[src/rtl/seg7_pkg.sv]
// Shared types and constants for the multiplexed 7-segment display path.
package seg7_pkg;

  localparam logic [6:0] SEG_BLANK = 7'h7F;
  localparam logic [3:0] AN_OFF    = 4'hF;

  typedef enum logic {S_BLANK, S_DRIVE} state_t;

  typedef logic [1:0] digit_t;

  // True when digit d is a leading zero that should be hidden: d itself and every higher nibble are zero.
  function automatic logic lz_hidden(input logic [15:0] val, input digit_t d, input logic lz);
    logic zero_above;
    zero_above = 1'b1;
    for (int i = 0; i < 4; i++) begin
      if (i >= int'(d) && val[4*i +: 4] != 4'h0) zero_above = 1'b0;
    end
    return lz && (d != 2'd0) && zero_above;
  endfunction

endpackage

[src/rtl/hex7seg.sv]
// Combinational hex-to-7-segment decoder, segments {a..g}, active-low.
module hex7seg (
  input  logic [3:0] hex,
  output logic [6:0] a_to_g
);

  always_comb begin
    a_to_g = 7'h7F;
    case (hex)
      4'h0: a_to_g = 7'b0000001;
      4'h1: a_to_g = 7'b1001111;
      4'h2: a_to_g = 7'b0010010;
      4'h3: a_to_g = 7'b0000110;
      4'h4: a_to_g = 7'b1001100;
      4'h5: a_to_g = 7'b0100100;
      4'h6: a_to_g = 7'b0100000;
      4'h7: a_to_g = 7'b0001111;
      4'h8: a_to_g = 7'b0000000;
      4'h9: a_to_g = 7'b0000100;
      4'hA: a_to_g = 7'b0001000;
      4'hB: a_to_g = 7'b1100000;
      4'hC: a_to_g = 7'b0110001;
      4'hD: a_to_g = 7'b1000010;
      4'hE: a_to_g = 7'b0110000;
      4'hF: a_to_g = 7'b0111000;
      default: a_to_g = 7'h7F;
    endcase
  end

endmodule

[src/rtl/seg7_scan_ctrl.sv]
// Four-digit 7-segment scan controller: per-slot blanking, once-per-frame input snapshot,
// leading-zero suppression, all pins driven from registers.
module seg7_scan_ctrl #(
  parameter int REFRESH_DIV  = 50000,
  parameter int BLANK_CYCLES = 500,
  parameter int CNT_W        = 16
) (
  input  logic        clk,
  input  logic        clr_n,
  input  logic [15:0] x,
  input  logic [3:0]  dp_in,
  input  logic [3:0]  en,
  input  logic        lz_blank,
  output logic [6:0]  a_to_g,
  output logic        dp,
  output logic [3:0]  an,
  output logic [1:0]  digit_sel,
  output logic        frame_tick
);

  import seg7_pkg::*;

  if (REFRESH_DIV < 2 || BLANK_CYCLES < 0 || BLANK_CYCLES >= REFRESH_DIV ||
      (64'd1 << CNT_W) < 64'(REFRESH_DIV)) begin : g_param_check
    $error("seg7_scan_ctrl: illegal REFRESH_DIV/BLANK_CYCLES/CNT_W combination");
  end

  logic [CNT_W-1:0] cnt, nxt_cnt;
  digit_t           nxt_sel;
  state_t           state, nxt_state;
  logic             started;
  logic             frame_start;
  logic [15:0]      snap_x, use_x;
  logic [3:0]       snap_dp, use_dp, snap_en, use_en;
  logic             snap_lz, use_lz;
  logic [3:0]       nibble;
  logic [6:0]       dec_seg, nxt_seg;
  logic [3:0]       nxt_an;
  logic             nxt_dp;

  hex7seg u_dec (
    .hex    (nibble),
    .a_to_g (dec_seg)
  );

  // Everything below is computed for the cycle about to start, so the pins can be registered
  // and the frame's first cycle already uses the snapshot taken on that same edge.
  always_comb begin
    nxt_cnt = cnt + 1'b1;
    nxt_sel = digit_sel;
    if (!started) begin
      nxt_cnt = '0;
      nxt_sel = 2'd0;
    end else if (cnt == CNT_W'(REFRESH_DIV - 1)) begin
      nxt_cnt = '0;
      nxt_sel = digit_sel + 2'd1;
    end
    frame_start = (nxt_cnt == '0) && (nxt_sel == 2'd0);
    use_x  = frame_start ? x        : snap_x;
    use_dp = frame_start ? dp_in    : snap_dp;
    use_en = frame_start ? en       : snap_en;
    use_lz = frame_start ? lz_blank : snap_lz;
    nxt_state = (int'(nxt_cnt) < BLANK_CYCLES) ? S_BLANK : S_DRIVE;
    nibble = use_x[{nxt_sel, 2'b00} +: 4];
    nxt_an  = AN_OFF;
    nxt_seg = SEG_BLANK;
    nxt_dp  = 1'b1;
    if (nxt_state == S_DRIVE && use_en[nxt_sel]) begin
      nxt_an  = ~(4'b0001 << nxt_sel);
      nxt_dp  = ~use_dp[nxt_sel];
      nxt_seg = lz_hidden(use_x, nxt_sel, use_lz) ? SEG_BLANK : dec_seg;
    end
  end

  always_ff @(posedge clk) begin
    if (!clr_n) begin
      started    <= 1'b0;
      cnt        <= '0;
      digit_sel  <= 2'd0;
      state      <= S_BLANK;
      frame_tick <= 1'b0;
      snap_x     <= '0;
      snap_dp    <= '0;
      snap_en    <= '0;
      snap_lz    <= 1'b0;
      an         <= AN_OFF;
      a_to_g     <= SEG_BLANK;
      dp         <= 1'b1;
    end else begin
      started    <= 1'b1;
      cnt        <= nxt_cnt;
      digit_sel  <= nxt_sel;
      state      <= nxt_state;
      frame_tick <= frame_start;
      if (frame_start) begin
        snap_x  <= x;
        snap_dp <= dp_in;
        snap_en <= en;
        snap_lz <= lz_blank;
      end
      an     <= nxt_an;
      a_to_g <= nxt_seg;
      dp     <= nxt_dp;
    end
  end

endmodule
[config.mk]
export PLATFORM = sky130hd
export DESIGN_NAME = seg7_scan_ctrl
export DESIGN_NICKNAME = d
export VERILOG_FILES = /design/src/rtl/seg7_pkg.sv /design/src/rtl/hex7seg.sv /design/src/rtl/seg7_scan_ctrl.sv
export SDC_FILE = /design/constraint.sdc
export NUM_CORES = 1
export LEC_CHECK = 0
export CORE_AREA = 2 2 87 89
export CTS_BUF_LIST = sky130_fd_sc_hd__clkbuf_4
export DETAILED_ROUTE_END_ITERATION = 10
export DIE_AREA = 0 0 89 91
export HOLD_SLACK_MARGIN = 0.03
export MAX_ROUTING_LAYER = met4
export PLACE_DENSITY_LB_ADDON = 0.08
export REMOVE_ABC_BUFFERS = 1
export SLEW_MARGIN = 20
export SYNTH_ARGS = -nofsm -noshare
export SYNTH_HDL_FRONTEND = slang
export SYNTH_SLANG_ARGS = --single-unit
[constraint.sdc]
create_clock -name clk -period 4.16 [get_ports clk]
set_input_delay 1.248 -clock clk [delete_from_list [all_inputs] [get_ports clk]]
set_output_delay 1.248 -clock clk [all_outputs]
set_load 0.005 [all_outputs]
======== After elaboration in Yosys (flattened, before gate mapping) ========
Memory sizes are Yosys's and may differ from the RTL's. A register that Yosys moved wholly into a read port is not among the register bits.
Cells that the tools add are included.
cells by class
  reduce and logical (&&, ||, !) cells .... 16
  mux-type cells .......................... 19
  bitwise logic cells ..................... 4
  shifts and indexed selects .............. 2
  add/subtract/negate cells ............... 2
  equality and inequality tests ........... 1
  order comparisons ....................... 5
operators with widths
  cell                                                                                 number
  16-bit 2-to-1 mux                                                                    3
  16-bit by 1-bit adder with 16-bit output (second input constant)                     1
  16-bit equality test (second input constant)                                         1
  16-bit zero test                                                                     1
  16-bit by 9-bit < comparator with 1-bit output (second input constant)               1
  4-bit nonzero test                                                                   4
  16-bit by 5-bit variable part select with 4-bit output                               1
  1-bit 2-to-1 mux                                                                     10
  4-bit 2-to-1 mux                                                                     2
  1-bit logical AND                                                                    7
  1-bit binary-select mux with 2-bit select                                            2
  1-bit by 2-bit greater-or-equal comparator with 1-bit output (first input constant)  2
  2-bit 2-to-1 mux                                                                     2
  4-bit inverter                                                                       1
  1-bit by 2-bit << shifter with 4-bit output (first input constant)                   1
  2-bit by 3-bit < comparator with 1-bit output (second input constant)                1
  1-bit inverter                                                                       3
  3-bit OR reduction                                                                   1
  2-bit by 1-bit adder with 2-bit output (second input constant)                       1
  2-bit greater-or-equal comparator (first input constant)                             1
  2-bit zero test                                                                      1
  2-bit AND reduction                                                                  1
  2-bit nonzero test                                                                   1
storage, ports and cells
  output and inout bits ................... 15
  ROM bits ................................ 112
  memories kept ........................... 1
  bits of input ports ..................... 27
  register bits ........................... 50
memories
  name             depth  width  rd ports  clocked after memory_dff  wr ports  RTL line      text
  (no name shown)  16     7      1         1                         0         hex7seg.sv:9  case (hex)

======== Logic depth before layout (Yosys ltp) ========
  depth in word-level cells ............... 15
  mapped depth ............................ 19
  mapped depth without buffers ............ 16

======== Modules after synthesis ========
Synthesis repeated with hierarchy kept, for this count alone.
unflattened totals
  cell total of the unflattened synthesis .. 352
  area total of the unflattened synthesis .. 2956.6 sq um
modules (own cells, without submodules)
  module          sequential area each (sq um)  cells each  instances  area each (sq um)
  seg7_scan_ctrl  1141.1                        319         1          2687.6
  hex7seg         0.0                           33          1          269.0

======== Worst setup path before layout ========
No wires, ideal clock.
  kind .................................... reg2reg
  start ................................... register cnt[0]
  end ..................................... register a_to_g[0]
  library setup time ...................... 127 ps
  setup slack ............................. 481 ps
  stages on the path, launching flop included .. 17
  data required time ...................... 4033 ps
  period minus slack after synthesis ...... 3679 ps
  path buffers ............................ 1
  data arrival time ....................... 3552 ps
  path through ............................ dfxtp_1 ha_1 nand4_1 or3_1 a221oi_2 or4bb_1 o21ai_2 nand2_2 buf_2 nand2_1 nand2_1 a221oi_2 inv_1 ha_1 mux2_2 nand2_1 o211ai_1
on the way
  cells in the longest elaborated chain, start to end .. 15
  elaborated cells between the ends (all ways) .. 38
  those cells by class .................... add/sub (1); order compare (4); eq/ne (1); shift (1); mux (15); bitwise (1); reduce/logical (15)
RTL lines
  element                                                                           RTL line                                    text
  start: declaration                                                                seg7_scan_ctrl.sv:28                        logic [CNT_W-1:0] cnt, nxt_cnt;
  start signal: assignment                                                          seg7_scan_ctrl.sv:91                        cnt <= nxt_cnt;
  16-bit by 1-bit adder with 16-bit output or 16-bit equality test (tied branches)  seg7_scan_ctrl.sv:49, seg7_scan_ctrl.sv:54
  16-bit 2-to-1 mux or 2-bit 2-to-1 mux (tied branches)                             seg7_scan_ctrl.sv:54                        end else if (cnt == CNT_W'(REFRESH_DIV - 1)) begin
  16-bit 2-to-1 mux or 2-bit 2-to-1 mux (tied branches)                             seg7_scan_ctrl.sv:51                        if (!started) begin
  16-bit zero test or 2-bit zero test (tied branches)                               seg7_scan_ctrl.sv:58                        frame_start = (nxt_cnt == '0) && (nxt_sel == 2'd0);
  1-bit logical AND                                                                 seg7_scan_ctrl.sv:58
  16-bit 2-to-1 mux                                                                 --
  4-bit nonzero test                                                                seg7_pkg.sv:16                              if (i >= int'(d) && val[4*i +: 4] != 4'h0) zero_above = 1'b0;
  1-bit logical AND                                                                 seg7_pkg.sv:16
  1-bit 2-to-1 mux (4 in a row)                                                     seg7_pkg.sv:16
  1-bit 2-to-1 mux                                                                  seg7_scan_ctrl.sv:68                        if (nxt_state == S_DRIVE && use_en[nxt_sel]) begin
  1-bit logical AND                                                                 seg7_pkg.sv:18                              return lz && (d != 2'd0) && zero_above;
  3-bit OR reduction (no line)                                                      --
  end: declaration                                                                  seg7_scan_ctrl.sv:14                        output logic [6:0] a_to_g,
Several ways; a longest one is shown, not always the timed one. The select of a mux whose other input is x is not followed.
A chain may end at the register's enable or synchronous reset.

======== Worst setup path after layout ========
  start ................................... register cnt[0]
  end ..................................... register a_to_g[6]
The elaborated chain is that of the path after synthesis.

==> impl_metrics.csv <==
group,metric,value,unit
place,placed_cells,472,
clocking,cts_setup_buffers,0,
die,initial_core_util,42.4,%
die,die_area,0.00810,mm²
clocking,clk_latency,410,ps
global_routing,grt_max_degree,32,
die,core-area,0.00714,mm²
power_and_ir_drop,powerDensity,291,mW/mm²
cells_and_area,fin_nets,418,
power_and_ir_drop,ir_drop,0.160,mV
timing,finalHoldViolations,0,
global_routing,antenna_found_initial,0,
clocking,hold_buffers,0,
yosys,synthTopCellsByArea,"dfxtp_1, nand2_1, mux2i_1",
clocking,cts.sinks,57,
clocking,clockBufferDepth,2,
clocking,cts.clk_slew.worst_paths,100,ps
routing,drt-pass1-iter-count,4,
timing,max_freq,264,MHz
yosys,syn_inst,347,
routing,wl_per_cell,14.3,µm
worst_setup_path,required,4470,ps
yosys,synth_cell_types,57,
place,io_buffers,41,
die,die_w,89,µm
timing,worst_slew_pin_slew,514,ps
cells_and_area,n_antenna_cell,0,
worst_setup_path,slowest_delay,490,ps
yosys,synth_common_cells,"dfxtp_1, nand2_1, nor2_1, a21boi_0",
timing,finalClockSkew,12.0,ps
worst_setup_path,path_max_fanout,10,
worst_setup_path,crit_type,"flip-flop to flip-flop",
yosys,seq_area_frac_synth,37.7,%
yosys,yosysTopAreaCell,"dfxtp_1",
power_and_ir_drop,total_power,1.06,mW
routing,drcViolationCount,0,
yosys,synth_top_area_share,37.7,%
routing,drt_iter0_drc,118,
cells_and_area,drive_above_1_share,10.5,%
clocking,cts_max_level,3,
die,floorplan.rows,31,
global_routing,grt_pass1_vias,2475,
die,io_pins,42,
yosys,synth_ff_type,"dfxtp_1",
timing,maxSlewHeadroom,65.5,%
yosys,yosys_warnings,0,
timing,fin_tns_setup,0,ps
place,placed_area,0.00351,mm²
outcome,outcome,"finished clean",
global_routing,grt_pass1_wl,12000,µm
cells_and_area,design_area,0.00363,mm²
worst_setup_path,crit_chain,"ha_1 -> nand4_1 -> or3_1 -> a221oi_2 -> or4bb_1 -> o21ai_4 -> and2_1 -> buf_4 -> nand3_1 -> a311o_1 -> o211a_4 -> o31ai_1",
routing,routed_wl,7000,µm
power_and_ir_drop,leakage,1.35,nW
worst_setup_path,cpMaxStageDelayCell,"or4bb_1",
cells_and_area,area_growth,20.1,%
global_routing,grt_use_total,19.6,%
yosys,syn-mean-instance-area,8.72,µm²
timing,rsz0062_at_grt,"false",
place,place.gp.congestion,0.810,
yosys,synth-seq-cells,57,
routing,ant_nets,0,
routing,vias_per_cell,5.13,
routing,dr_total_vias,2502,
worst_setup_path,startpoint_type,"flip-flop",
clocking,cts_tree,"yes",
yosys,synth_async_sr_flop_share,0,%
job,max_cap_violations,0,
timing,finalCriticalPeriod,3790,ps
worst_setup_path,reg2reg_slack,370,ps
place,place_hpwl,5140,µm
timing,setup_viol,0,
die,die_h,91,µm
yosys,syn_area,0.00303,mm²
clocking,cts-root-buf,"clkbuf_4",
timing,fin_crit_sh,91.0,%
worst_hold_path,hp-class,"flip-flop to flip-flop",
worst_setup_path,endpoint_kind,"flip-flop",
yosys,synth_edf_count,0,
clocking,cts_inserted_buffers,9,
cells_and_area,instances_no_fill,488,
timing,drv_slew,0,
worst_setup_path,arrival,4100,ps
global_routing,grt-ovfl-total,0,
## flip-flops by register name (all words and copies together) (netlist names)
name,flops
snap_en,4
dp,1
started,1
cnt,16
frame_tick,1
snap_x,16
digit_sel,2
a_to_g,7
snap_lz,1
snap_dp,4
an,4
## layout by cell type, fill, tap and decap left out, types with 9 or more instances in the layout
cell type        instances
buf_4                   10
xnor2_1                  9
nand3_1                 11
clkdlybuf4s50_1         41
dfxtp_1                 57
nor2_1                  26
mux2i_1                 14
xor2_1                  12
nand2_1                 57
clkbuf_4                 9
a21boi_0                16
nor2b_1                  9
and2_1                   9
## per-stage QoR
| stage | util, % | hold slack [ps] | setup WS [ps] |
|---|---|---|---|
| after floorplan | - | 443 | 425 |
| after global placement | 49.2 | 451 | 425 |
| after detailed placement | 49.2 | 460 | 307 |
| after CTS | 50.6 | 475 | 287 |
| after global routing | 50.9 | 496 | 10.9 |
| final | 50.9 | 470 | 372 |
## where the power goes
group / total (mW) / switching [mW] / internal [mW]
clock: 0.334 / 0.218 / 0.115
combinational: 0.149 / 0.0762 / 0.0727
sequential: 0.575 / 0.0112 / 0.564
## what timing repair did
item | 4_1_cts | 5_1_grt
gates resized for setup | 0 | 3
endpoints found under the hold margin | 0 | 0
endpoints found under the setup margin | 0 | 4
## cells by family after synthesis
family	Yosys count	synth area share [%]
fa+ha+maj	7	2.89
mux	18	6.49
compound gates	55	16.0
xor+xnor	21	6.08
flops	57	37.7
buf+inv	33	5.17
simple gates	156	25.7
## metal layers
metal,wire length (µm),up-vias,track usage (%)
met5,0,-,-
met4,109,0,6.84
met3,229,12,5.27
met2,3150,47,29.1
met1,3510,1156,25.8
li1,-,1287,-
## worst max-delay path, delay by kind of cell (launching register included)
| family | cells | cell delay [ps] |
|---|---|---|
| DFF | 1 | 440 |
| and+or+nand+nor | 5 | 1490 |
| buffers and inverters | 1 | 250 |
| AOI/OAI and AO/OA | 5 | 1230 |
| adders and majority gates | 1 | 290 |
## final cells by class
cell class,instances,area (µm²)
Clock buffer,9,67.6
Clock inverter,7,37.5
Fill cell,738,3500
Inverter,8,30.0
Multi-Input combinational cell,257,1750
Sequential cell,57,1140
Tap cell,99,124
Timing Repair Buffer,51,485
## path summary, 6_finish.rpt
kind	start	end	cells past startpoint
max	cnt[0]$_SDFF_PN0_	a_to_g[6]$_SDFF_PP1_	12
min reg2reg	snap_lz$_SDFF_PN0_	snap_lz$_SDFF_PN0_	2
min	snap_lz$_SDFF_PN0_	snap_lz$_SDFF_PN0_	2
max reg2reg	cnt[0]$_SDFF_PN0_	a_to_g[6]$_SDFF_PP1_	12
Note: power is estimated with default switching activity, not from simulation.
